==> config.mk <==
export PLATFORM = sky130hd
export DESIGN_NAME = panda_decode_stage
export DESIGN_NICKNAME = d
export VERILOG_FILES = /design/src/rtl/panda_decode_stage.sv
export SDC_FILE = /design/constraint.sdc
export NUM_CORES = 1
export LEC_CHECK = 0
export CELL_PAD_IN_SITES_DETAIL_PLACEMENT = 1
export CELL_PAD_IN_SITES_GLOBAL_PLACEMENT = 2
export CORE_ASPECT_RATIO = 0.5
export CORE_UTILIZATION = 32
export DETAILED_ROUTE_END_ITERATION = 10
export PLACE_DENSITY = 0.74
export SLEW_MARGIN = 20
export SYNTH_ARGS = -nofsm -noshare
export SYNTH_HDL_FRONTEND = slang
export SYNTH_SLANG_ARGS = --single-unit
==> constraint.sdc <==
create_clock -name clk_i -period 7.9 [get_ports clk_i]
set_input_delay 1.58 -clock clk_i [delete_from_list [all_inputs] [get_ports clk_i]]
set_output_delay 1.58 -clock clk_i [all_outputs]
set_load 0.02 [all_outputs]
==> src/rtl/panda_decode_stage.sv <==
// panda_decode_stage: registered RV32I decode stage with an in-order output FIFO.
// Decodes RV32I plus FENCE/ECALL/EBREAK; RV32E register restriction via the RV32E
// parameter. Optional RV32M decode is enabled by defining PANDA_RV32M_EN.
// The decoded bundle (not the raw word) is queued; a flush drops everything queued.

package panda_pkg;

    typedef enum logic [1:0] {
        OP_A_RS1  = 2'd0,
        OP_A_PC   = 2'd1,
        OP_A_ZERO = 2'd2
    } op_a_sel_e;

    typedef enum logic {
        OP_B_RS2 = 1'b0,
        OP_B_IMM = 1'b1
    } op_b_sel_e;

    typedef enum logic [1:0] {
        RD_ALU = 2'd0,
        RD_LSU = 2'd1,
        RD_PC4 = 2'd2,
        RD_MD  = 2'd3
    } rd_data_sel_e;

    typedef enum logic [3:0] {
        ALU_ADD  = 4'd0,
        ALU_SUB  = 4'd1,
        ALU_SLL  = 4'd2,
        ALU_SLT  = 4'd3,
        ALU_SLTU = 4'd4,
        ALU_XOR  = 4'd5,
        ALU_SRL  = 4'd6,
        ALU_SRA  = 4'd7,
        ALU_OR   = 4'd8,
        ALU_AND  = 4'd9,
        ALU_EQ   = 4'd10,
        ALU_NE   = 4'd11,
        ALU_LT   = 4'd12,
        ALU_GE   = 4'd13,
        ALU_LTU  = 4'd14,
        ALU_GEU  = 4'd15
    } alu_op_e;

    typedef enum logic [1:0] {
        LSU_BYTE = 2'd0,
        LSU_HALF = 2'd1,
        LSU_WORD = 2'd2
    } lsu_width_e;

    localparam logic [6:0] OPC_LOAD   = 7'b0000011;
    localparam logic [6:0] OPC_FENCE  = 7'b0001111;
    localparam logic [6:0] OPC_OP_IMM = 7'b0010011;
    localparam logic [6:0] OPC_AUIPC  = 7'b0010111;
    localparam logic [6:0] OPC_STORE  = 7'b0100011;
    localparam logic [6:0] OPC_OP     = 7'b0110011;
    localparam logic [6:0] OPC_LUI    = 7'b0110111;
    localparam logic [6:0] OPC_BRANCH = 7'b1100011;
    localparam logic [6:0] OPC_JALR   = 7'b1100111;
    localparam logic [6:0] OPC_JAL    = 7'b1101111;
    localparam logic [6:0] OPC_SYSTEM = 7'b1110011;

    typedef struct packed {
        logic [31:0]  pc;
        logic [4:0]   rs1_addr;
        logic [4:0]   rs2_addr;
        logic [4:0]   rd_addr;
        logic         rd_we;
        logic         lsu_store;
        logic         branch;
        logic         jump;
        op_a_sel_e    op_a_sel;
        op_b_sel_e    op_b_sel;
        rd_data_sel_e rd_data_sel;
        alu_op_e      alu_op;
        lsu_width_e   lsu_width;
        logic         lsu_unsigned;
        logic [31:0]  imm;
        logic         md_en;
        logic [2:0]   md_op;
        logic         ecall;
        logic         ebreak;
        logic         illegal;
    } decode_t;

endpackage

module panda_decode_stage
    import panda_pkg::*;
#(
    parameter int unsigned DEPTH = 2,
    parameter int unsigned RV32E = 0
) (
    input  logic                     clk_i,
    input  logic                     rst_ni,
    input  logic                     flush_i,
    input  logic                     in_valid_i,
    output logic                     in_ready_o,
    input  logic [31:0]              in_instr_i,
    input  logic [31:0]              in_pc_i,
    output logic                     out_valid_o,
    input  logic                     out_ready_i,
    output logic [31:0]              out_pc_o,
    output logic [4:0]               rs1_addr_o,
    output logic [4:0]               rs2_addr_o,
    output logic [4:0]               rd_addr_o,
    output logic                     rd_we_o,
    output logic                     lsu_store_o,
    output logic                     branch_o,
    output logic                     jump_o,
    output op_a_sel_e                op_a_sel_o,
    output op_b_sel_e                op_b_sel_o,
    output rd_data_sel_e             rd_data_sel_o,
    output alu_op_e                  alu_operator_o,
    output lsu_width_e               lsu_width_o,
    output logic                     lsu_load_unsigned_o,
    output logic [31:0]              imm_o,
    output logic                     md_en_o,
    output logic [2:0]               md_op_o,
    output logic                     ecall_o,
    output logic                     ebreak_o,
    output logic                     illegal_instr_o,
    output logic [$clog2(DEPTH):0]   count_o
);

    localparam int PTR_W = $clog2(DEPTH);
    localparam int CNT_W = PTR_W + 1;

    // Register-register / register-immediate ALU operation selected by funct3.
    function automatic alu_op_e alu_from_funct3(input logic [2:0] f3);
        alu_op_e op;
        case (f3)
            3'b000:  op = ALU_ADD;
            3'b001:  op = ALU_SLL;
            3'b010:  op = ALU_SLT;
            3'b011:  op = ALU_SLTU;
            3'b100:  op = ALU_XOR;
            3'b101:  op = ALU_SRL;
            3'b110:  op = ALU_OR;
            default: op = ALU_AND;
        endcase
        return op;
    endfunction

    // Full combinational decode of one instruction word into a bundle.
    function automatic decode_t decode_instr(input logic [31:0] instr, input logic [31:0] pc);
        decode_t    d;
        logic [6:0] opcode;
        logic [2:0] funct3;
        logic [6:0] funct7;
        logic       use_rs1;
        logic       use_rs2;
        logic       use_rd;
        opcode  = instr[6:0];
        funct3  = instr[14:12];
        funct7  = instr[31:25];
        use_rs1 = 1'b0;
        use_rs2 = 1'b0;
        use_rd  = 1'b0;
        d              = '0;
        d.pc           = pc;
        d.rs1_addr     = instr[19:15];
        d.rs2_addr     = instr[24:20];
        d.rd_addr      = instr[11:7];
        d.op_a_sel     = OP_A_RS1;
        d.op_b_sel     = OP_B_RS2;
        d.rd_data_sel  = RD_ALU;
        d.alu_op       = ALU_ADD;
        d.lsu_width    = LSU_BYTE;

        case (opcode)
            OPC_LUI, OPC_AUIPC: begin
                d.rd_we    = 1'b1;
                d.op_a_sel = (opcode == OPC_LUI) ? OP_A_ZERO : OP_A_PC;
                d.op_b_sel = OP_B_IMM;
                d.imm      = {instr[31:12], 12'h000};
                use_rd     = 1'b1;
            end
            OPC_JAL: begin
                d.jump        = 1'b1;
                d.rd_we       = 1'b1;
                d.rd_data_sel = RD_PC4;
                d.op_a_sel    = OP_A_PC;
                d.op_b_sel    = OP_B_IMM;
                d.imm         = {{11{instr[31]}}, instr[31], instr[19:12], instr[20], instr[30:21], 1'b0};
                use_rd        = 1'b1;
            end
            OPC_JALR: begin
                d.jump        = 1'b1;
                d.rd_we       = 1'b1;
                d.rd_data_sel = RD_PC4;
                d.op_b_sel    = OP_B_IMM;
                d.imm         = {{20{instr[31]}}, instr[31:20]};
                d.illegal     = (funct3 != 3'b000);
                use_rs1       = 1'b1;
                use_rd        = 1'b1;
            end
            OPC_BRANCH: begin
                d.branch = 1'b1;
                d.imm    = {{19{instr[31]}}, instr[31], instr[7], instr[30:25], instr[11:8], 1'b0};
                use_rs1  = 1'b1;
                use_rs2  = 1'b1;
                case (funct3)
                    3'b000:  d.alu_op = ALU_EQ;
                    3'b001:  d.alu_op = ALU_NE;
                    3'b100:  d.alu_op = ALU_LT;
                    3'b101:  d.alu_op = ALU_GE;
                    3'b110:  d.alu_op = ALU_LTU;
                    3'b111:  d.alu_op = ALU_GEU;
                    default: d.illegal = 1'b1;
                endcase
            end
            OPC_LOAD: begin
                d.rd_we        = 1'b1;
                d.rd_data_sel  = RD_LSU;
                d.op_b_sel     = OP_B_IMM;
                d.imm          = {{20{instr[31]}}, instr[31:20]};
                d.lsu_width    = lsu_width_e'(funct3[1:0]);
                d.lsu_unsigned = funct3[2];
                d.illegal      = (funct3[1:0] == 2'b11) || (funct3 == 3'b110);
                use_rs1        = 1'b1;
                use_rd         = 1'b1;
            end
            OPC_STORE: begin
                d.lsu_store = 1'b1;
                d.op_b_sel  = OP_B_IMM;
                d.imm       = {{20{instr[31]}}, instr[31:25], instr[11:7]};
                d.lsu_width = lsu_width_e'(funct3[1:0]);
                d.illegal   = (funct3[2] == 1'b1) || (funct3[1:0] == 2'b11);
                use_rs1     = 1'b1;
                use_rs2     = 1'b1;
            end
            OPC_OP_IMM: begin
                d.rd_we    = 1'b1;
                d.op_b_sel = OP_B_IMM;
                d.imm      = {{20{instr[31]}}, instr[31:20]};
                d.alu_op   = alu_from_funct3(funct3);
                use_rs1    = 1'b1;
                use_rd     = 1'b1;
                if (funct3 == 3'b001) begin
                    d.illegal = (funct7 != 7'b0000000);
                end else if (funct3 == 3'b101) begin
                    d.illegal = (funct7 != 7'b0000000) && (funct7 != 7'b0100000);
                    d.alu_op  = (funct7 == 7'b0100000) ? ALU_SRA : ALU_SRL;
                end else begin
                    d.illegal = 1'b0;
                end
            end
            OPC_OP: begin
                d.rd_we = 1'b1;
                use_rs1 = 1'b1;
                use_rs2 = 1'b1;
                use_rd  = 1'b1;
                case (funct7)
                    7'b0000000: d.alu_op = alu_from_funct3(funct3);
                    7'b0100000: begin
                        if (funct3 == 3'b000) begin
                            d.alu_op = ALU_SUB;
                        end else if (funct3 == 3'b101) begin
                            d.alu_op = ALU_SRA;
                        end else begin
                            d.illegal = 1'b1;
                        end
                    end
                    7'b0000001: begin
`ifdef PANDA_RV32M_EN
                        d.md_en       = 1'b1;
                        d.md_op       = funct3;
                        d.rd_data_sel = RD_MD;
                        d.op_a_sel    = OP_A_RS1;
                        d.op_b_sel    = OP_B_RS2;
`else
                        d.illegal = 1'b1;
`endif
                    end
                    default: d.illegal = 1'b1;
                endcase
            end
            OPC_FENCE: begin
                // Memory ordering is trivially satisfied by this in-order pipe.
                d.illegal = 1'b0;
            end
            OPC_SYSTEM: begin
                if (instr == 32'h0000_0073) begin
                    d.ecall = 1'b1;
                end else if (instr == 32'h0010_0073) begin
                    d.ebreak = 1'b1;
                end else begin
                    d.illegal = 1'b1;
                end
            end
            default: d.illegal = 1'b1;
        endcase

        if ((RV32E != 0) && ((use_rs1 && instr[19]) || (use_rs2 && instr[24]) || (use_rd && instr[11]))) begin
            d.illegal = 1'b1;
        end else begin
            d.illegal = d.illegal;
        end

        // An illegal entry must never cause architectural side effects downstream.
        if (d.illegal) begin
            d.rd_we     = 1'b0;
            d.lsu_store = 1'b0;
            d.branch    = 1'b0;
            d.jump      = 1'b0;
            d.md_en     = 1'b0;
            d.md_op     = 3'b000;
            d.ecall     = 1'b0;
            d.ebreak    = 1'b0;
        end else begin
            d.md_op = d.md_op;
        end
        return d;
    endfunction

    decode_t            mem_r [DEPTH];
    logic [PTR_W-1:0]   wr_ptr_r;
    logic [PTR_W-1:0]   rd_ptr_r;
    logic [CNT_W-1:0]   count_r;
    decode_t            dec_s;
    decode_t            head_s;
    logic               push_s;
    logic               pop_s;
    logic               in_ready_s;
    logic               out_valid_s;

    assign in_ready_s  = (count_r != CNT_W'(DEPTH));
    assign out_valid_s = (count_r != {CNT_W{1'b0}});
    assign push_s      = in_valid_i && in_ready_s && !flush_i;
    assign pop_s       = out_valid_s && out_ready_i;

    // Decode the incoming word so the bundle can be stored on push.
    always_comb begin
        dec_s = decode_instr(in_instr_i, in_pc_i);
    end

    // Bundle storage; occupancy gating on the read side makes a reset unnecessary here.
    always_ff @(posedge clk_i) begin
        if (push_s) begin
            mem_r[wr_ptr_r] <= dec_s;
        end
    end

    // Pointer and occupancy bookkeeping; flush wins over push and pop.
    always_ff @(posedge clk_i or negedge rst_ni) begin
        if (!rst_ni) begin
            wr_ptr_r <= {PTR_W{1'b0}};
            rd_ptr_r <= {PTR_W{1'b0}};
            count_r  <= {CNT_W{1'b0}};
        end else if (flush_i) begin
            wr_ptr_r <= {PTR_W{1'b0}};
            rd_ptr_r <= {PTR_W{1'b0}};
            count_r  <= {CNT_W{1'b0}};
        end else begin
            if (push_s) begin
                wr_ptr_r <= wr_ptr_r + PTR_W'(1);
            end
            if (pop_s) begin
                rd_ptr_r <= rd_ptr_r + PTR_W'(1);
            end
            case ({push_s, pop_s})
                2'b10:   count_r <= count_r + CNT_W'(1);
                2'b01:   count_r <= count_r - CNT_W'(1);
                default: count_r <= count_r;
            endcase
        end
    end

    // Present the head entry, or all zeros when nothing is queued.
    always_comb begin
        head_s = '0;
        if (out_valid_s) begin
            head_s = mem_r[rd_ptr_r];
        end else begin
            head_s = '0;
        end
    end

    assign in_ready_o          = in_ready_s;
    assign out_valid_o         = out_valid_s;
    assign count_o             = count_r;
    assign out_pc_o            = head_s.pc;
    assign rs1_addr_o          = head_s.rs1_addr;
    assign rs2_addr_o          = head_s.rs2_addr;
    assign rd_addr_o           = head_s.rd_addr;
    assign rd_we_o             = head_s.rd_we;
    assign lsu_store_o         = head_s.lsu_store;
    assign branch_o            = head_s.branch;
    assign jump_o              = head_s.jump;
    assign op_a_sel_o          = head_s.op_a_sel;
    assign op_b_sel_o          = head_s.op_b_sel;
    assign rd_data_sel_o       = head_s.rd_data_sel;
    assign alu_operator_o      = head_s.alu_op;
    assign lsu_width_o         = head_s.lsu_width;
    assign lsu_load_unsigned_o = head_s.lsu_unsigned;
    assign imm_o               = head_s.imm;
    assign md_en_o             = head_s.md_en;
    assign md_op_o             = head_s.md_op;
    assign ecall_o             = head_s.ecall;
    assign ebreak_o            = head_s.ebreak;
    assign illegal_instr_o     = head_s.illegal;

endmodule

==> impl_metrics.csv <==
group,metric,value,unit
outcome,status,"complete, no violations",
global_routing,grt_util_met2,27.8,%
clocking,cts.sinks,200,
placement,finalWeightedCongestion,0.792,
setup_path,critPathRequiredTime,6.32,ns
setup_path,cp-end-kind,"primary output",
timing,maxSlewViolCount,0,
clocking,ctsHtreeMaxLevel,4,
yosys,synth_cell_types,53,
yosys,synth.avg_cell_area,14.3,um2
cells_and_area,final_common_cell,"edfxtp_1",
clocking,numCtsBuffers,17,
yosys,synth_edf_count,196,
clocking,cts_tree,"done",
routing,route.vias.total,5420,
yosys,synth_ff_type,"edfxtp_1",
floorplan,die_x,233,um
setup_path,crit_arrival,3.44,ns
global_routing,grt_pass1_wl,33800,um
routing,vias_per_cell,4.86,
timing,rsz0062_at_grt,"false",
timing,holdWs,0.645,ns
timing,min_period,5.02,ns
setup_path,path_class,"flop to primary output",
hold_path,hold_end,"wr_ptr_r",
timing,fin_setup_tns,0,ns
timing,worst_slew_pin_slew,0.925,ns
routing,wire_per_inst,19.6,um
floorplan,die_h,117,um
floorplan,ios,175,
pwr,ir_drop,164,uV
placement,io_buffers,170,
clocking,post-cts-setup-buffer-count,0,
setup_path,r2r_start,"count_o[0]",
cells_and_area,area_growth_syn_to_layout,31.3,%
yosys,synth_cells,597,
global_routing,use_met3,3.48,%
hold_path,worstHoldStart,"wr_ptr_r",
run,max_cap_viol_count,0,
timing,finalSetupViolations,0,
setup_path,r2r_cells,6,
placement,dp.cells,1083,
timing,fin_skew,0.00960,ns
clocking,root_buffer,"clkbuf_16",
hold_path,min_delay_path_depth,2,
setup_path,cp_max_fo,50,
setup_path,crit-reg2reg-capture,"rd_ptr_r",
routing,ant_nets,0,
timing,relSlewSlack,38.3,%
global_routing,grt_max_degree,78,
global_routing,gr-max-usage-layer,"met2",
global_routing,met1_usage,21.2,%
clocking,clk_pin_slew,0.07,ns
yosys,yosysSeqAreaShare,70.3,%
global_routing,grt-ovfl-total,0,
cells_and_area,drive_gt1_share,6.10,%
global_routing,grt.total_usage,16.5,%
timing,fmaxAchievable,0.199,GHz
hold_path,min_path_type,"flop to flop",
global_routing,grt_pass1_vias,5706,
routing,drc,0,
yosys,syn_area,8510,um2
cells_and_area,fin_nets,827,
floorplan,die_area,27300,um2
yosys,async_flop_share,2.00,%
placement,place_hpwl,14800,um
clocking,clk_latency,0.44,ns
floorplan,num_rows,41,
cells_and_area,final_core_util,43.6,%
routing,first_pass_iters,4,
clocking,cts.path.max_buffers,2,
global_routing,antenna_found_initial,0,
timing,hold_viol_final,0,
routing,routed_wirelength,21900,um
yosys,synth_seq_cells,200,
pwr,cellPowerDensity,222,nW/um2
yosys,yosysWarningCount,0,
floorplan,core_area,25600,um2
routing,drt_iter0_markers,296,
timing,fin_crit_sh,63.5,%
pwr,leakagePower,3.83,nW
setup_path,crit_path_start,"rd_ptr_r",
setup_path,startpoint_type,"flop",
clocking,ctsResizeCount,0,
cells_and_area,layout_common_cells,"edfxtp_1 (196), clkdlybuf4s50_1 (170), nor2_1 (113), mux2i_1 (98), a21o_1 (19)",
cells_and_area,final_cells,1115,
floorplan,initial_core_util,33.2,%
setup_path,reg2reg_slack,5.49,ns
cells_and_area,diodes,0,
clocking,hold_buffers,0,
flip-flops by register name (all words and copies together) (netlist names):
register,flops
mem_r,196
count_o,2
rd_ptr_r,1
wr_ptr_r,1
cell usage after synthesis, types with 5 or more instances:
library cell	n	area [um2]
nand3_1	5	25.0
nand2_1	16	60.1
o21ai_0	7	35.0
nor4_1	8	50.1
nor2b_1	10	62.6
nor2_1	114	428
a21o_1	19	143
nor3_1	10	50.1
mux2i_1	98	981
clkbuf_1	19	71.3
inv_1	8	30.0
edfxtp_1	196	5890
buf_1	10	37.5
a21oi_1	8	40.0
worst max-delay path, stage by stage, from the launching register on:
cell and delay, ns:
dfrtp_4 1.03, buf_4 0.82, mux2i_1 0.16, nor2_1 0.23
clkdlybuf4s50_1 0.66
per-layer routing:
| layer | vias up | routed length, um | part of all wire, % |
|---|---|---|---|
| li1 | 2547 | - | - |
| met1 | 2766 | 9660 | 44 |
| met2 | 84 | 11200 | 51 |
| met3 | 23 | 666 | 3.0 |
| met4 | 0 | 313 | 1.4 |
| met5 | - | 0 | 0 |
stage by stage:
stage	total power, mW	instance area [um2]	worst slack [ns]
floorplan	1.44	8530	1.85
finish	2.48	11200	2.88
global placement	1.62	10600	3.31
detailed placement	1.62	10600	3.33
CTS	2.52	11200	2.81
global route	2.58	11200	2.72
layout make-up:
class                      count  area [um2]
multi-input combinational    355        2380
inverter                       8        30.0
timing repair buffer         176        1750
sequential                   200        5990
clock buffer                  18         429
fill                        2610       14500
tap                          344         430
clock inverter                14         173
report_power, final:
group	switching (mW)	total, mW	internal [mW]	leakage, nW
Clock	0.392	0.893	0.501	0.293
Combinational	0.201	0.361	0.160	1.62
Sequential	0.0233	1.23	1.21	1.92
Total	0.616	2.48	1.87	3.83
how the worst max path moves through the flow:
stage                             end  slack (ns)  cells past startpoint
final                        ebreak_o        2.88                      4
after CTS                    ebreak_o        2.81                      4
after floorplan           mem_r[1][0]        1.85                      2
after detailed placement     ebreak_o        3.33                      4
after global routing         ebreak_o        2.72                      4
after global placement       ebreak_o        3.31                      4
cell families after synthesis:
logic type                Yosys count  share of synthesized area, %
muxes                              98                          11.5
xor gates and xnor gates            4                         0.412
DFF                               200                          70.3
buffers and inverters              45                          2.22
and+or+nand+nor                   189                          10.3
AOI/OAI and AO/OA                  60                          5.13
other                               1                        0.0441
No activity file was read; power rests on OpenSTA's default activity.
